<file path="src/rtl/bus_responder.sv">
// bus_responder: memory-mapped slave for a small processor.
//   Decodes ADDR[15:12] into RAM, LED register, display register, switch
//   input, free-running timer and a write-only HALT latch (0x4FFF).
//   Reads are registered (one cycle latency, read-before-write), and a
//   small FSM sequences the processor run request after reset.
//
// Ports
//   clock    - single clock, rising edge
//   reset    - asynchronous, active-high
//   ADDR     - word address from the processor
//   DOUT     - write data from the processor
//   W        - write enable
//   Done     - processor instruction-complete
//   SW       - asynchronous board switches
//   DIN      - registered read data to the processor
//   LEDR     - LED register
//   HEXDATA  - display register
//   run      - processor run request
//
// Run FSM
//   state | meaning
//   IDLE  | just out of reset, run low
//   WAIT  | settling delay before enabling the processor
//   RUN   | processor running, run high
//   HALT  | processor stopped until the next reset
module bus_responder #(
    parameter int RAM_AW = 8
) (
    input  logic        clock,
    input  logic        reset,
    input  logic [15:0] ADDR,
    input  logic [15:0] DOUT,
    input  logic        W,
    input  logic        Done,
    input  logic [9:0]  SW,
    output logic [15:0] DIN,
    output logic [9:0]  LEDR,
    output logic [15:0] HEXDATA,
    output logic        run
);

    typedef enum logic [1:0] {IDLE, WAIT, RUN, HALT} state_t;

    localparam logic [3:0]  REG_RAM  = 4'h0;
    localparam logic [3:0]  REG_LED  = 4'h1;
    localparam logic [3:0]  REG_HEX  = 4'h2;
    localparam logic [3:0]  REG_SW   = 4'h3;
    localparam logic [3:0]  REG_TMR  = 4'h4;
    localparam logic [15:0] HALT_ADR = 16'h4FFF;

    logic [15:0] mem [0:(2**RAM_AW)-1];

    logic [3:0]  region;
    logic        halt_addr;
    logic        sel_ram, sel_led, sel_hex, sel_tmr;
    logic [15:0] rdata;
    logic [9:0]  sw_meta, sw_sync;
    logic [15:0] timer;
    logic        halt_latch;

    state_t      state, state_nxt;
    logic [1:0]  wait_cnt, wait_cnt_nxt;

    assign region    = ADDR[15:12];
    assign halt_addr = (ADDR == HALT_ADR);
    assign sel_ram   = (region == REG_RAM);
    assign sel_led   = (region == REG_LED);
    assign sel_hex   = (region == REG_HEX);
    // The HALT latch lives inside the timer region but must not alias it.
    assign sel_tmr   = (region == REG_TMR) && !halt_addr;

    // RAM has no reset so that its contents survive a reset.
    always_ff @(posedge clock) begin
        if (W && sel_ram)
            mem[ADDR[RAM_AW-1:0]] <= DOUT;
    end

    // Read mux sees pre-edge values, which gives read-before-write.
    always_comb begin
        rdata = 16'h0000;
        unique case (region)
            REG_RAM: rdata = mem[ADDR[RAM_AW-1:0]];
            REG_LED: rdata = {6'b0, LEDR};
            REG_HEX: rdata = HEXDATA;
            REG_SW:  rdata = {6'b0, sw_sync};
            REG_TMR: rdata = sel_tmr ? timer : 16'h0000;
            default: rdata = 16'h0000;
        endcase
    end

    always_ff @(posedge clock or posedge reset) begin
        if (reset) begin
            DIN        <= 16'h0000;
            LEDR       <= 10'h000;
            HEXDATA    <= 16'h0000;
            sw_meta    <= 10'h000;
            sw_sync    <= 10'h000;
            timer      <= 16'h0000;
            halt_latch <= 1'b0;
        end else begin
            DIN     <= rdata;
            sw_meta <= SW;
            sw_sync <= sw_meta;
            if (W && sel_led)
                LEDR <= DOUT[9:0];
            if (W && sel_hex)
                HEXDATA <= DOUT;
            // A write takes priority over the increment.
            timer <= (W && sel_tmr) ? DOUT : timer + 16'd1;
            if (W && halt_addr && DOUT[0])
                halt_latch <= 1'b1;
        end
    end

    always_ff @(posedge clock or posedge reset) begin
        if (reset) begin
            state    <= IDLE;
            wait_cnt <= 2'd0;
        end else begin
            state    <= state_nxt;
            wait_cnt <= wait_cnt_nxt;
        end
    end

    // WAIT is entered with a count of 2 and leaves on terminal count, so
    // run rises on the fourth edge after reset is released.
    always_comb begin
        state_nxt    = state;
        wait_cnt_nxt = wait_cnt;
        run          = 1'b0;
        unique case (state)
            IDLE: begin
                state_nxt    = WAIT;
                wait_cnt_nxt = 2'd2;
            end
            WAIT: begin
                if (wait_cnt == 2'd0)
                    state_nxt = RUN;
                else
                    wait_cnt_nxt = wait_cnt - 2'd1;
            end
            RUN: begin
                run = 1'b1;
                if (Done && halt_latch)
                    state_nxt = HALT;
            end
            HALT: begin
                state_nxt = HALT;
            end
            default: state_nxt = IDLE;
        endcase
    end

endmodule
</file>
<file path="config.mk">
export PLATFORM = sky130hd
export DESIGN_NAME = bus_responder
export DESIGN_NICKNAME = d
export VERILOG_FILES = /design/src/rtl/bus_responder.sv
export SDC_FILE = /design/constraint.sdc
export NUM_CORES = 2
export LEC_CHECK = 0
export CORE_UTILIZATION = 54
export CTS_CLUSTER_SIZE = 12
export DETAILED_ROUTE_END_ITERATION = 6
export DONT_BUFFER_PORTS = 1
export GPL_ROUTABILITY_DRIVEN = 0
export PLACE_DENSITY = 0.69
export RECOVER_POWER = 25
export SLEW_MARGIN = 40
export SYNTH_ARGS = -nofsm -noshare
export SYNTH_HDL_FRONTEND = slang
export SYNTH_SLANG_ARGS = --single-unit
</file>
<file path="constraint.sdc">
create_clock -name clock -period 3.23 [get_ports clock]
set_input_delay 0.646 -clock clock [delete_from_list [all_inputs] [get_ports clock]]
set_output_delay 0.646 -clock clock [all_outputs]
set_load 0.05 [all_outputs]
</file>
==> results.cfg <==
[timing]
period_needed_ps = 3270
rsz0062_at_grt = false
timing_worst_slew_pin_value_ps = 3500
fin_setup_tns_ps = -39.8
maxSlewHeadroom_pct = -134
finalCritPeriodShare_pct = 101
fin_skew_ps = 78.4
finalHoldViolCount = 0
fmax_ghz = 0.306
fin_ws_ps = -39.8
setup_viol = 1
slew_viol_final = 837

[floorplanning]
io_pins = 89
die_h_um = 546
rows = 199
die_area_sq_um = 298000
die_w_um = 546
initial_utilization_pct = 54.3
design.core.area_sq_um = 294000

[detailed_routing]
wire_per_inst_um = 34.5
num_vias = 83200
drc = 8
viasPerCell = 6.60
postRouteAntennaNets = 0
wl_met1_mm = 164
dr_wl_met2_mm = 207
initialDrtViolationCount = 12700
drtPass1Iterations = 7
routed.top_layer = met5
routed_wl_mm = 435
wl_met3_mm = 46.8

[cells_and_area]
fillers = 19300
drive_gt1_share_pct = 28.7
final_util_pct = 63.2
layout.area.seq_sq_um = 125000
final_area_sq_um = 186000
multi_input_area_sq_um = 32900
finalNetCount = 8471
area_growth_pct = 16.4

[global_routing]
grt_pass1_vias = 81300
gr-total-overflow = 0
grt_pass1_wl_mm = 607
antenna_found_initial = 19
grt_max_degree = 666
gr-usage-all-layers_pct = 28.8

[cts]
clk_latency_ps = 940
cts_sinks = 4179
cts_made_buffers = 419
path_clk_slew_ps = 60
cts_buffer_depth = 4
htree_levels = 5
root_buffer = clkbuf_16
tritoncts = built

[placed_design]
dpl.hpwl_mm = 239
io_buffers = 0
placed_area_sq_um = 173000
pre_cts_slack_ps = -909

[worst_setup_path]
critPathRequiredTime_ps = 4040
path_max_fanout = 100
critPathLaunchType = input pin
path_class = in2reg
cp.arrival_ps = 4080
crit_path_end_kind = flip-flop

[synth]
synth.area.mux_share_pct = 14.6
syn_area_per_cell_sq_um = 21.6
synth-warning-count = 0
synthTopCellsByArea = edfxtp_1 77%, mux4_2 12%, mux2i_1 2.4%
synth_compound_area_share_pct = 3.72
synth_edf_count = 4096
synth_ff_type = edfxtp_1
syn-cell-area_sq_um = 160000
synth-xor-area-share_pct = 0.0767
synth_largest_area_cell = edfxtp_1
synthArstFlopShare_pct = 1.99
synth_top_area_share_pct = 77.0
synth_fa_ha_area_share_pct = 0.0157
netlist-cell-type-count = 67
ys_seq_area_share_pct = 78.3
synth_top_family_by_area = multiplexers
synth-simple-area-share_pct = 1.88
synthCells = 7396
synthesis.nets = 7444
ys_seq_elements = 4179

[pwr]
p_per_area_nw_per_um2 = 589
peakVddDrop_mv = 0.650
leakage_nw = 59.8

[hold_path]
hold_path.class = in2reg

[run]
maxCapViolations = 15

[outcome]
status = finished with violations
violations = DRC, capacitance limit, slew limit, setup timing
## registers in the layout, summed over array words and instances (netlist names)
register	flops
LEDR	10
wait_cnt	2
mem	4096
timer	16
state	2
sw_sync	10
halt_latch	1
DIN	16
HEXDATA	16
sw_meta	10
## power breakdown
group	internal, mW	total, mW	switching, mW	leakage, nW
Sequential	59.8	60.4	0.632	37.8
Clock	24.6	44.0	19.4	5.86
Combinational	2.18	5.18	3.00	16.1
Total	86.5	110	23.1	59.8
## final cells by class
cell class,instances,share of cell area (%)
Multi-Input combinational cell,2772,17.7
Sequential cell,4179,67.3
Inverter,7,0.0182
Timing Repair Buffer,1044,5.88
Antenna cell,11,0.0148
Clock buffer,566,6.07
Tap cell,3919,2.64
Clock inverter,105,0.421
## layout by cell type, fill, tap and decap left out, types with 32 or more instances in the layout
cell and count:
edfxtp_1 4096, nand3_1 50, o22ai_1 32, a221oi_1 41, a21oi_1 120, mux4_2 839, dlygate4sd3_1 39, buf_12 214
o21ai_0 37, nor2_1 255, nor2b_1 41, buf_4 747, mux2i_1 376, a211oi_1 78, nand4_1 47, nor2_2 50
a22oi_1 289, clkbuf_16 432, clkbuf_1 142, mux2_2 53, dfrtp_1 80, clkinv_1 58, nand2_1 90
## per-layer routing
metal | global-route usage (%) | vias to the layer above
met4 | 10.1 | 2
li1 | - | 33300
met1 | 41.5 | 44000
met2 | 44.9 | 5233
met3 | 5.01 | 747
met5 | 0 | -
## kinds of logic after synthesis
| family | count (synthesis) |
|---|---|
| DFF | 4179 |
| buffers and inverters | 445 |
| and+or+nand+nor | 656 |
| xor gates and xnor gates | 14 |
| muxes | 1278 |
| AOI/OAI and AO/OA | 822 |
| adders and majority gates | 2 |
## worst paths after layout
| kind | end | from | depth (start not counted) | slack (ps) |
|---|---|---|---|---|
| worst min register to register | sw_sync[4] | sw_meta[4] | 0 | 350 |
| worst max-delay path | DIN[15] | ADDR[1] | 10 | -40 |
| max in group asynchronous | sw_sync[3] | reset | 3 | 2350 |
| worst min-delay path | mem[66][9] | DOUT[9] | 0 | 100 |
| worst max register to register | DIN[2] | mem[154][2] | 9 | 180 |
| min in group asynchronous | sw_sync[9] | reset | 2 | 280 |
## what timing repair did
action | 4_1_cts | 5_1_grt
hold buffers | 57 | 7
endpoints found under the hold margin | 948 | 88
gates cloned | 0 | 7
setup buffers | 0 | 3
setup endpoints to repair | 1 | 16
gates resized for setup | 1 | 9
pin swaps | 0 | 1
## per-stage QoR
step / hold slack, ps / std cells / power, mW
2_1_floorplan: 331 / 7396 / 64.0
3_3_place_gp: 333 / 11800 / 65.7
3_5_place_dp: 336 / 11800 / 65.7
4_1_cts: 1.10 / 12600 / 109
5_1_grt: 2.11 / 12600 / 112
6_report: 99.8 / 12600 / 110
## Yosys cell counts, types with 10 or more instances
| cell type | number |
|---|---|
| a22o_1 | 18 |
| buf_6 | 34 |
| o211ai_1 | 28 |
| a221oi_1 | 42 |
| nor2b_1 | 44 |
| mux2_2 | 53 |
| buf_2 | 109 |
| o2111ai_1 | 11 |
| nand3_1 | 50 |
| a222oi_1 | 10 |
| dfrtp_1 | 83 |
| clkbuf_1 | 211 |
| a21oi_1 | 120 |
| o22a_1 | 10 |
| edfxtp_1 | 4096 |
| mux2_1 | 10 |
| nor2_1 | 323 |
| nor4_1 | 15 |
| buf_1 | 35 |
| nand2b_1 | 13 |
| mux2i_1 | 376 |
| nor3_1 | 14 |
| a32oi_1 | 31 |
| a41oi_1 | 15 |
| o221ai_1 | 29 |
| nand2_1 | 107 |
| o21ai_1 | 15 |
| and3_1 | 11 |
| buf_4 | 49 |
| o21ai_0 | 38 |
| nand4_1 | 47 |
| a22oi_1 | 289 |
| a31oi_1 | 17 |
| o32ai_1 | 10 |
| o22ai_1 | 32 |
| a211oi_1 | 78 |
| mux4_2 | 839 |
## worst max-delay path: stages
cell and delay, ps:
buf_16 280, buf_16 410, nand4_1 240, o31a_1 420, a22o_1 260, nor4_2 580, nand4_1 230, o31ai_2 460
buf_4 190, o221ai_1 100
Power figures use the tool's default switching activity.
